[src/rtl/led_pattern_sink.sv]
// led_pattern_sink: valid/ready command sink that drives an LED bank.
// Commands {mode, pattern} queue in a small circular FIFO. Each one is shown
// for DWELL_TICKS slow ticks made by an internal prescaler, so everything
// runs in the single clk domain.

// One LED lane: picks this lane's bit of the pattern for the given mode,
// rotation amount and blink phase.
module ledPatternLane #(
  parameter int NUM_LEDS = 4,
  parameter int LANE     = 0,
  parameter int RW       = 2
) (
  input  logic [NUM_LEDS-1:0] pattern,
  input  logic [1:0]          mode,
  input  logic [RW-1:0]       rot,
  input  logic                phaseOdd,
  output logic                ledBit
);

  int          rotI;
  int          lIdx;
  int          rIdx;
  logic [RW-1:0] lSel;
  logic [RW-1:0] rSel;

  // Source bit for rotate-left is lane-rot, for rotate-right lane+rot (mod N).
  always_comb begin
    rotI   = int'(rot);
    lIdx   = (LANE + NUM_LEDS - rotI) % NUM_LEDS;
    rIdx   = (LANE + rotI) % NUM_LEDS;
    lSel   = lIdx[RW-1:0];
    rSel   = rIdx[RW-1:0];
    ledBit = pattern[LANE];
    case (mode)
      2'b00:   ledBit = pattern[LANE];
      2'b01:   ledBit = pattern[LANE] & ~phaseOdd;
      2'b10:   ledBit = pattern[lSel];
      default: ledBit = pattern[rSel];
    endcase
  end

endmodule

module led_pattern_sink #(
  parameter int NUM_LEDS    = 4,
  parameter int FIFO_DEPTH  = 4,
  parameter int CLK_DIV     = 50_000_000,
  parameter int DWELL_TICKS = 2
) (
  input  logic                        clk,
  input  logic                        rst,
  input  logic                        in_valid,
  output logic                        in_ready,
  input  logic [NUM_LEDS+1:0]         in_data,
  output logic [NUM_LEDS-1:0]         led,
  output logic                        busy,
  output logic [$clog2(FIFO_DEPTH):0] fifo_level
);

  localparam int AW  = $clog2(FIFO_DEPTH);
  localparam int PW  = $clog2(CLK_DIV);
  localparam int PHW = (DWELL_TICKS > 1) ? $clog2(DWELL_TICKS) : 1;
  localparam int RW  = $clog2(NUM_LEDS);

  typedef struct packed {
    logic [1:0]          mode;
    logic [NUM_LEDS-1:0] pattern;
  } cmd_t;

  typedef enum logic {IDLE, SHOW} state_t;

  state_t        state, stateNext;
  cmd_t          mem [FIFO_DEPTH];
  cmd_t          head, cur, selCmd;
  logic [AW-1:0] wrPtr, rdPtr;
  logic          readyEn;
  logic          push, pop;

  logic [PW-1:0]       prescale;
  logic [PHW-1:0]      phase, phaseInc;
  logic [RW-1:0]       rot, rotInc, selRot;
  logic                selOdd;
  logic                tick, lastTick;
  logic [NUM_LEDS-1:0] ledNext;

  // readyEn keeps in_ready low through reset and for the first edge after it.
  assign in_ready = readyEn && !rst && (fifo_level != (AW+1)'(FIFO_DEPTH));
  assign push     = in_valid && in_ready;
  assign head     = mem[rdPtr];
  assign busy     = (state == SHOW);

  // FIFO storage; contents need no reset since the pointers are cleared.
  always_ff @(posedge clk) begin
    if (push) mem[wrPtr] <= cmd_t'(in_data);
  end

  // FIFO pointers, occupancy and the post-reset ready enable.
  always_ff @(posedge clk) begin
    if (rst) begin
      wrPtr      <= '0;
      rdPtr      <= '0;
      fifo_level <= '0;
      readyEn    <= 1'b0;
    end else begin
      readyEn <= 1'b1;
      if (push) wrPtr <= wrPtr + 1'b1;
      if (pop)  rdPtr <= rdPtr + 1'b1;
      case ({push, pop})
        2'b10:   fifo_level <= fifo_level + 1'b1;
        2'b01:   fifo_level <= fifo_level - 1'b1;
        default: fifo_level <= fifo_level;
      endcase
    end
  end

  assign tick     = (state == SHOW) && (prescale == PW'(CLK_DIV - 1));
  assign lastTick = tick && (phase == PHW'(DWELL_TICKS - 1));
  assign phaseInc = phase + 1'b1;
  assign rotInc   = (rot == RW'(NUM_LEDS - 1)) ? '0 : rot + 1'b1;

  // FSM state register.
  always_ff @(posedge clk) begin
    if (rst) state <= IDLE;
    else     state <= stateNext;
  end

  // Next state and pop: load from IDLE or chain straight into the next dwell.
  always_comb begin
    stateNext = state;
    pop       = 1'b0;
    case (state)
      IDLE: begin
        if (fifo_level != '0) begin
          pop       = 1'b1;
          stateNext = SHOW;
        end
      end
      SHOW: begin
        if (lastTick) begin
          if (fifo_level != '0) pop = 1'b1;
          else                  stateNext = IDLE;
        end
      end
      default: stateNext = IDLE;
    endcase
  end

  // A load shows the head at phase 0 / rot 0; a tick shows the current
  // command at the incremented phase and rotation.
  always_comb begin
    selCmd = cur;
    selRot = rotInc;
    selOdd = phaseInc[0];
    if (pop) begin
      selCmd = head;
      selRot = '0;
      selOdd = 1'b0;
    end
  end

  for (genvar i = 0; i < NUM_LEDS; i++) begin : gLane
    ledPatternLane #(.NUM_LEDS(NUM_LEDS), .LANE(i), .RW(RW)) uLane (
      .pattern  (selCmd.pattern),
      .mode     (selCmd.mode),
      .rot      (selRot),
      .phaseOdd (selOdd),
      .ledBit   (ledNext[i])
    );
  end

  // Display datapath: prescaler, dwell phase, rotation and LED register.
  // On the final tick without a follow-on command the LEDs hold.
  always_ff @(posedge clk) begin
    if (rst) begin
      cur      <= '0;
      prescale <= '0;
      phase    <= '0;
      rot      <= '0;
      led      <= '0;
    end else if (pop) begin
      cur      <= head;
      prescale <= '0;
      phase    <= '0;
      rot      <= '0;
      led      <= ledNext;
    end else if (state == SHOW) begin
      if (tick) begin
        prescale <= '0;
        if (lastTick) begin
          phase <= '0;
          rot   <= '0;
        end else begin
          phase <= phaseInc;
          rot   <= rotInc;
          led   <= ledNext;
        end
      end else begin
        prescale <= prescale + 1'b1;
      end
    end
  end

endmodule

[config.mk]
export PLATFORM = sky130hd
export DESIGN_NAME = led_pattern_sink
export DESIGN_NICKNAME = d
export VERILOG_FILES = /design/src/rtl/led_pattern_sink.sv
export SDC_FILE = /design/constraint.sdc
export NUM_CORES = 1
export LEC_CHECK = 0
export ABC_AREA = 1
export ABC_CLOCK_PERIOD_IN_PS = 4500
export CORE_UTILIZATION = 55
export DETAILED_ROUTE_END_ITERATION = 16
export GPL_TIMING_DRIVEN = 1
export PLACE_DENSITY = 0.74
export SETUP_SLACK_MARGIN = 0.2
export SLEW_MARGIN = 20
export SYNTH_ARGS = -nofsm -noshare
export SYNTH_HDL_FRONTEND = slang
export SYNTH_SLANG_ARGS = --single-unit
export TNS_END_PERCENT = 30
[constraint.sdc]
create_clock -name clk -period 4.5 [get_ports clk]
set_input_delay 0.675 -clock clk [delete_from_list [all_inputs] [get_ports clk]]
set_output_delay 0.675 -clock clk [all_outputs]
set_load 0.005 [all_outputs]
Yosys cells after proc, flatten, opt, wreduce, memory -nomap -nowiden
Memories as Yosys holds them, arrays and structs flattened. A register that Yosys moved wholly into a read port is not among the register bits. Index checks and enable logic that the tools add are counted.

Bits in registers: 48. Memory bits (writable): 24. Input bits: 9. Output and inout port bits: 9. Logic and storage cells: 104. Memories: 1.

Memory list: mem (words 4, bits a word 6, rd ports 1, clocked after memory_dff 1, write ports 1, line 73) `cmd_t mem [FIFO_DEPTH];`.

Add/sub/neg operators: 14. $lt $le $gt $ge: 8. Equality and inequality tests: 8. Muxes and demuxes: 42. Bitwise logic cells: 6. Reduce and logical (&&, ||, !) cells: 14.

Operators with widths (number): $add 26x1->26 const B (1); $eq 26x26->1 const B (1); $mux 26 (1); $lt 2x3->1 const B (8); $bmux 1 s2 (8); $mux 1 (16); $mux 4 (4); $pmux 1 s3 (4); $mux 2 (5); $add 2x1->2 const B (3); $eq 2x2->1 const B (3); $mux 6 (1); $pmux 3 s2 (1); $reduce_bool 2->1 (3); $logic_and 1x1->1 (5); $add 2x2->2 const A (2); $and 1x1->1 (4); $eq 2x1->1 const B (2); $pmux 1 s2 (2); $sub 1x2->2 const A (2); $sub 2x2->2 const A (2); $add 3x1->3 const B (1); $ne 3x3->1 const B (1); $reduce_and 3->1 (1); other kinds (10) (11).

Longest topological paths before layout
Depth in word-level cells: 14. Gate-level depth with buffers: 16. Mapped depth without buffers: 16.

Hierarchy
From an unflattened synthesis, not the netlist that was laid out.

Cells, all modules: 483. Area, all modules: 3697.3 um^2.

Modules (own cells, without submodules): led_pattern_sink (times used 1, cells an instance 411, area each 3383.2 um^2, seq. area each 1721.7 um^2); ledPatternLane (gLane[0].uLane ...) (times used 3, cells an instance 17, area each 72.6 um^2, seq. area each 0.0 um^2); ledPatternLane (gLane[2].uLane) (times used 1, cells an instance 21, area each 96.3 um^2, seq. area each 0.0 um^2).

Worst setup path after synthesis
OpenSTA, ideal clock, no wires.

Path kind: input port to flip-flop. From: input port rst. To: register fifo_level[2]. Setup time: 122 ps. Arrival time: 2387 ps. Data required time: 4378 ps. Setup slack: 1991 ps. Cell stages on the path: 12. Buffers on the path: 1. Cell sequence: clkbuf_1 inv_1 nand2_1 a31oi_1 nand2_1 ha_1 inv_1 fa_1 a21oi_1 o21ai_0 o21ai_0 a21oi_1.

Word-level cells in the longest chain between the ends: 6.

Ends and longest elaborated chain: start: declaration (line 51) `input logic rst,`; $logic_not 1->1 * (line 87) `assign in_ready = readyEn && !rst && (fifo_level != (AW+1)'(FIFO_DEPTH));`; $logic_and 1x1->1 * (2 in series) (line 87); named net in_ready (line 53) `output logic in_ready,`; $logic_and 1x1->1 * (line 88) `assign push = in_valid && in_ready;`; $eq 2x1->1 / $eq 2x2->1 (equally long branches) (line 108) `case ({push, pop})`; $pmux 3 s2 / $reduce_bool 2->1 (equally long branches); end signal: assignment (line 109) `2'b10: fifo_level <= fifo_level + 1'b1;`; end signal: assignment (line 110) `2'b01: fifo_level <= fifo_level - 1'b1;`; end signal: assignment (line 111) `default: fifo_level <= fifo_level;`; end: declaration (line 57) `output logic [$clog2(FIFO_DEPTH):0] fifo_level`.

The timed path passes the listed nets; every way through them passes the cells marked *. A chain may end at the register's enable or synchronous reset.

Worst setup path in the final report
From: input port rst. To: output port in_ready.

Word-level cells in the longest chain between the ends: 3.

Ends and longest elaborated chain (line): $logic_not 1->1 (87); $logic_and 1x1->1 (2 in series) (87); end: declaration (53).

Every way passes these cells.

==> impl_metrics.env <==
export IMPL_syn_cell_area_mm2=0.00369
export IMPL_setup_viol=0
export IMPL_cts_tree="done"
export IMPL_top_usage_layer="met2"
export IMPL_min_from="prescale[15]"
export IMPL_core_mm2=0.00642
export IMPL_grt_pass1_wl_um=13000
export IMPL_r2r_start="prescale[0]"
export IMPL_skew_ns=0.00795
export IMPL_finalSetupTns_ns=0
export IMPL_dieArea_mm2=0.00704
export IMPL_critPathKind="in -> out"
export IMPL_hold_ws_ns=0.492
export IMPL_syn_avg_cell_area_um2=7.93
export IMPL_path_cells="clkdlybuf4s50_1 > inv_1 > nand2_1 > a31oi_1 > clkdlybuf4s50_1"
export IMPL_clock_sinks=74
export IMPL_clk_latency_ns=0.35
export IMPL_hp_class="reg -> reg"
export IMPL_yosysUniqueCellTypes=39
export IMPL_hpwl_um=5580
export IMPL_holdPathStages=1
export IMPL_p_sw_frac=0.387
export IMPL_start_kind="input pin"
export IMPL_antenna_found_initial=0
export IMPL_pwr_share_seq=0.387
export IMPL_diodes=0
export IMPL_cap_viol_max_count=0
export IMPL_finalPower_mw=2.17
export IMPL_p_switching_mw=0.841
export IMPL_power_leakage_nw=1.56
export IMPL_synth_common_cells="75 x nor2_1, 63 x nand2_1, 62 x inv_1"
export IMPL_p_int_mw=1.33
export IMPL_slew_viol_final=0
export IMPL_tightest_slew_ns=0.526
export IMPL_die_h_um=83.9
export IMPL_syn_nets=482
export IMPL_yosys_top_cells_area="dfxtp_1 27%, edfxtp_1 20%, nor2_1 7.6%"
export IMPL_drc=2
export IMPL_synth_ff_type="dfxtp_1"
export IMPL_place_gp_congestion=0.854
export IMPL_layout_nets=504
export IMPL_yosysMostFrequentCell="nor2_1"
export IMPL_ios=18
export IMPL_synth_edf_count=24
export IMPL_synthCells=465
export IMPL_grt_util_met3=0.0762
export IMPL_status="complete, but fails checks"
export IMPL_rrSetupSlack_ns=2.01
export IMPL_yosysTopAreaCell="dfxtp_1"
export IMPL_finalCritPeriodShare=0.704
export IMPL_design_area_mm2=0.00414
export IMPL_slew_limit_headroom=0.648
export IMPL_syn2layout_area_growth_pct=12.1
export IMPL_root_buffer="clkbuf_8"
export IMPL_ir_drop_uv=343
export IMPL_ys_warn_count=0
export IMPL_pwr_share_clk=0.245
export IMPL_dr_pass1_iters=11
export IMPL_cts_buffer_depth=2
export IMPL_grt_use_total=0.236
export IMPL_min_to="prescale[15]"
export IMPL_post_cts_setup_buffers=0
export IMPL_ys_ff_latch=74
export IMPL_numCtsBuffers=9
export IMPL_grt_pass1_vias=2879
export IMPL_grt_max_degree=16
export IMPL_yosysSeqAreaShare=0.467
export IMPL_num_rows=29
export IMPL_layout_drive_gt1_share=0.0915
export IMPL_async_reset_ff_frac=0
export IMPL_required_ns=3.83
export IMPL_layout_min_cycle_time_ns=3.17
export IMPL_slowest_stage="clkdlybuf4s50_1"
export IMPL_via_count=3067
export IMPL_clk_pin_slew_ns=0.08
export IMPL_timing_fmax_mhz=316
export IMPL_synth_top_area_frac=0.271
export IMPL_fp_dieW_um=83.9
export IMPL_power_per_cell_area_mw_per_mm2=525
export IMPL_met2_usage=0.387
export IMPL_ctsResizeCount=0
export IMPL_grt_overflow=0
export IMPL_r2r_end="fifo_level[2]"
export IMPL_drtIter0Drc=225
export IMPL_cp_max_fo=13
export IMPL_crit_path_end_kind="primary output"
export IMPL_routedWlPerCell_um=13.0
export IMPL_rr_worst_depth=14
export IMPL_violations="design-rule violations"
export IMPL_critPathArrivalTime_ns=2.49
export IMPL_antenna_left=0
export IMPL_ctsHtreeMaxLevel=3
export IMPL_slowest_delay_ns=0.60
export IMPL_initial_core_util=0.574
export IMPL_avgViaCountPerCell=5.39
export IMPL_power_frac_comb=0.368
export IMPL_port_buffers=17
export IMPL_routed_wl_um=7400
export IMPL_dpl_cell_area_mm2=0.00393
export IMPL_grt_use_met1=0.303
export IMPL_fillers=582
export IMPL_finalHoldViolCount=0
export IMPL_hold_buffers=0
export IMPL_cpMostUsedCell="clkdlybuf4s50_1"
export IMPL_rsz0062_at_grt="false"
[power by group through the flow]
stage	Sequential, mW	Clock [mW]	Combinational, mW
floorplan	0.835	0	0.599
global placement	0.853	0	0.774
detailed placement	0.855	0	0.792
CTS	0.841	0.541	0.796
global route	0.853	0.576	0.913
finish	0.841	0.531	0.799
[how the worst max path moves through the flow]
| stage | start | endpoint | slack [ns] | depth (start not counted) |
|---|---|---|---|---|
| finish | rst | in_ready | 1.33 | 5 |
| CTS | rst | in_ready | 1.35 | 5 |
| floorplan | rst | fifo_level[2] | 1.99 | 12 |
| detailed placement | rst | fifo_level[2] | 1.20 | 12 |
| global placement | rst | fifo_level[2] | 1.32 | 12 |
| global route | rst | in_ready | 1.27 | 5 |
[state kept, by name (all words and copies together) (netlist names), named ones only]
name and count:
rot 2, led 4, phase 1, wrPtr 2
fifo_level 3, rdPtr 2, mem 24, busy 1
prescale 26, readyEn 1, cur 6
[cell usage in the layout, fill, tap and decap left out, types with 8 or more instances in the layout]
cell	n
dfxtp_1	50
inv_1	62
nor3_1	8
a21oi_1	18
nand2_1	63
edfxtp_1	24
clkbuf_8	9
nor2_1	75
nand3_1	47
clkdlybuf4s50_1	17
o21ai_0	36
[stage by stage]
step	utilization	setup slack, ns	instances
6_report	0.644	1.33	569
5_1_grt	0.644	1.27	569
3_3_place_gp	0.612	1.32	553
3_5_place_dp	0.612	1.20	553
2_1_floorplan	-	1.99	465
4_1_cts	0.644	1.35	569
[per-layer routing]
layer	up-vias	routed length (µm)
met2	63	3490
met3	6	343
met4	0	72
met1	1417	3490
met5	-	0
li1	1581	-
[worst max-delay path, delay by kind of cell]
family,cells,cell delay [ns]
buffers and inverters,3,1.50
and+or+nand+nor,1,0.11
AOI/OAI and AO/OA,1,0.22
[area by class of cell]
class / instances / area, µm² / area share
clock inverters: 7 / 82.6 / 0.0200
flip-flops and latches: 74 / 1720 / 0.416
inverters: 66 / 248 / 0.0599
clock buffers: 9 / 124 / 0.0300
well taps: 77 / 96.3 / 0.0233
repair buffers: 17 / 170 / 0.0411
multi-input cells: 319 / 1690 / 0.409
[kinds of logic after synthesis]
kind of cell	share of synthesized area
XOR/XNOR	0.0119
AO/OA/AOI/OAI	0.106
buffers and inverters	0.0740
adder cells (fa/ha/maj)	0.0292
AND/OR/NAND/NOR	0.313
flip-flops	0.467
(Power assumes the default switching activity.)
==> patch, RTL diff (same settings) <==
`NUM_LEDS` is set to 4 in 2 places; all go to 8.
--- a/src/rtl/led_pattern_sink.sv
+++ b/src/rtl/led_pattern_sink.sv
@@ -7,5 +7,5 @@
 // rotation amount and blink phase.
 module ledPatternLane #(
-  parameter int NUM_LEDS = 4,
+  parameter int NUM_LEDS = 8,
   parameter int LANE     = 0,
   parameter int RW       = 2
@@ -43,5 +43,5 @@
 
 module led_pattern_sink #(
-  parameter int NUM_LEDS    = 4,
+  parameter int NUM_LEDS    = 8,
   parameter int FIFO_DEPTH  = 4,
   parameter int CLK_DIV     = 50_000_000,
Interface: changed (resized in_data and led); port bits go from 18 to 26. The function was not compared with the original's and may differ.
==> patch against the unedited design <==
- power increased by 37%
- wire length increased by 48%
- critical path depth unchanged
- synthesized cell count increased by 34%
- die area increased by 39%
- sequential cell count increased by 25
- count of clock-buffer cells in the layout increased by 1
- final area increased by 37%
- worst hold slack improved by 0.0040 ns
- synthesized area increased by 40%
- worst setup slack got worse by 0.14 ns
==> patch: results (changes against the unedited design) <==
metric,value,unit,change
n_diodes,0,,unchanged
CP arrival,2.63,ns,was 2.49 ns
total CTS buffers,9,,unchanged
Static Leak,2.177,nW,was 1.558 nW
gp weighted congestion,0.9585,,was 0.8538
top_reg_cell synth,dfxtp_1,,unchanged
HP Class,reg -> reg,,unchanged
post-CTS setup repair buffer count,0,,unchanged
Rel. slew slack,0.4616,,was 0.6484
Routed Wire Length,10980,microns,was 7399 microns
crit-path max FO,17,,was 13
multiplexer share of the synthesized area,0,,unchanged
Finished Layout Cells,761,,was 569
vias in the first global route,3907,,"was 2,879"
DP Cell Count,745,,was 553
clk slew on worst S/H paths,0.10,ns,was 0.08 ns
"Seq/Total Area, Yosys",0.4611,,was 0.4669
"IR drop worst, VDD",0.2844,mV,was 0.3431 mV
DR vias/cell,5.653,,was 5.390
final hold vios,0,,unchanged
XOR/XNOR Fraction of Synth Area,0.02010,,was 0.01188
Adder-Cell Fraction of Synth Area,0.02567,,was 0.02918
CP max-delay cell,clkdlybuf4s50_1,,unchanged
top post-synthesis cells by area,"edfxtp_1 23%, dfxtp_1 23%, nand3_1 10%",,"was dfxtp_1 27%, edfxtp_1 20%, nor2_1 7.6%"
share of async-settable or async-resettable flops after synthesis,0,,unchanged
"Largest stage delay, worst path",0.67,ns,was 0.60 ns
number of synthesized flops with an enable pin,40,,was 24
distinct cell type count after synthesis,43,,was 39
hpwl dp,8491,microns,was 5582 microns
largest net degree at the start of global routing,22,,was 16
H-Tree Depth,3,,unchanged
"Net Count, Synth",647,,was 482
share of cells above drive strength 1,0.09692,,was 0.09146
Synth Area in Compound Gates,0.09784,,was 0.1055
Detailed Route Iter0 Violations,258,,was 225
clk root buf,clkbuf_8,,unchanged
clock skew,0.01687,ns,was 0.007945 ns
"Clk Latency, worst-skew pair",0.37,ns,was 0.35 ns
top flop regs,"mem (40), prescale (26), cur (10)",,"was prescale (26), mem (24), cur (6)"
port bufs,25,,was 17
Yosys warning count,0,,unchanged
clk buf depth,2,,unchanged
FILL cells,794,,was 582
Syn Inst Count,624,,was 465
first-pass GRT wire length,18750,microns,"was 12,970 microns"
top post-synthesis cells by count,"103 x nand3_1, 92 x nor2_1, 88 x nand2_1",,"was 75 x nor2_1, 63 x nand2_1, 62 x inv_1"
status,"finished, final reports clean",,"was complete, but fails checks"
Nets,668,,was 504
Total GRT Usage,0.2431,,was 0.2362
First-pass DRT Iterations,4,,was 11
-- patch: cell families after synthesis --
| kind of cell | Yosys count |
|---|---|
| buf+inv | 72 |
| fa+ha+maj | 10 |
| simple gates | 345 |
| flops | 99 |
| xor+xnor | 11 |
| compound gates | 87 |
-- patch: final timing paths --
path,cells after the start,slack [ns],start,endpoint
min,2,0.50,prescale[1],prescale[1]
min reg2reg,2,0.50,prescale[1],prescale[1]
max reg2reg,15,1.49,busy,fifo_level[2]
max,5,1.19,rst,in_ready
-- patch: area by class of cell --
| class | count | area [sq um] | area share |
|---|---|---|---|
| Tap cell | 111 | 138.9 | 0.02453 |
| Sequential cell | 99 | 2382 | 0.4208 |
| Multi-Input combinational cell | 453 | 2486 | 0.4391 |
| Clock buffer | 10 | 127.6 | 0.02254 |
| Timing Repair Buffer | 27 | 265.3 | 0.04685 |
| Inverter | 55 | 206.4 | 0.03646 |
| Clock inverter | 6 | 55.05 | 0.009724 |
-- patch: per-layer routing --
metal | track usage | vias up | wire, microns
li1 | - | 2189 | -
met1 | 0.3376 | 1969 | 5230
met2 | 0.3787 | 123 | 4985
met3 | 0.03546 | 21 | 498
met4 | 0.1079 | 0 | 262
met5 | 0 | - | 0
-- patch: power by group --
part           total [mW]  switching [mW]  leakage (nW)  internal (mW)
Combinational        1.33           0.846          1.24          0.481
Sequential           1.12          0.0868         0.840           1.03
Clock               0.533           0.320        0.0952          0.213
-- patch: tightest hold or removal path, delay by kind of cell (launching register included) --
kind            cells  cell delay (ns)
flops               1             0.34
simple gates        1             0.06
compound gates      1             0.06
-- patch: metrics by stage --
stage	setup slack (ns)	utilization	hold slack (ns)	cell area (sq um)	total power, mW
2_1_floorplan	2.049	-	0.4583	5166	2.110
3_3_place_gp	1.098	0.5986	0.4711	5479	2.413
3_5_place_dp	0.9744	0.5986	0.4812	5479	2.448
4_1_cts	1.186	0.6186	0.4958	5662	2.978
5_1_grt	1.076	0.6186	0.5137	5662	3.195
6_report	1.192	0.6186	0.4960	5662	2.978
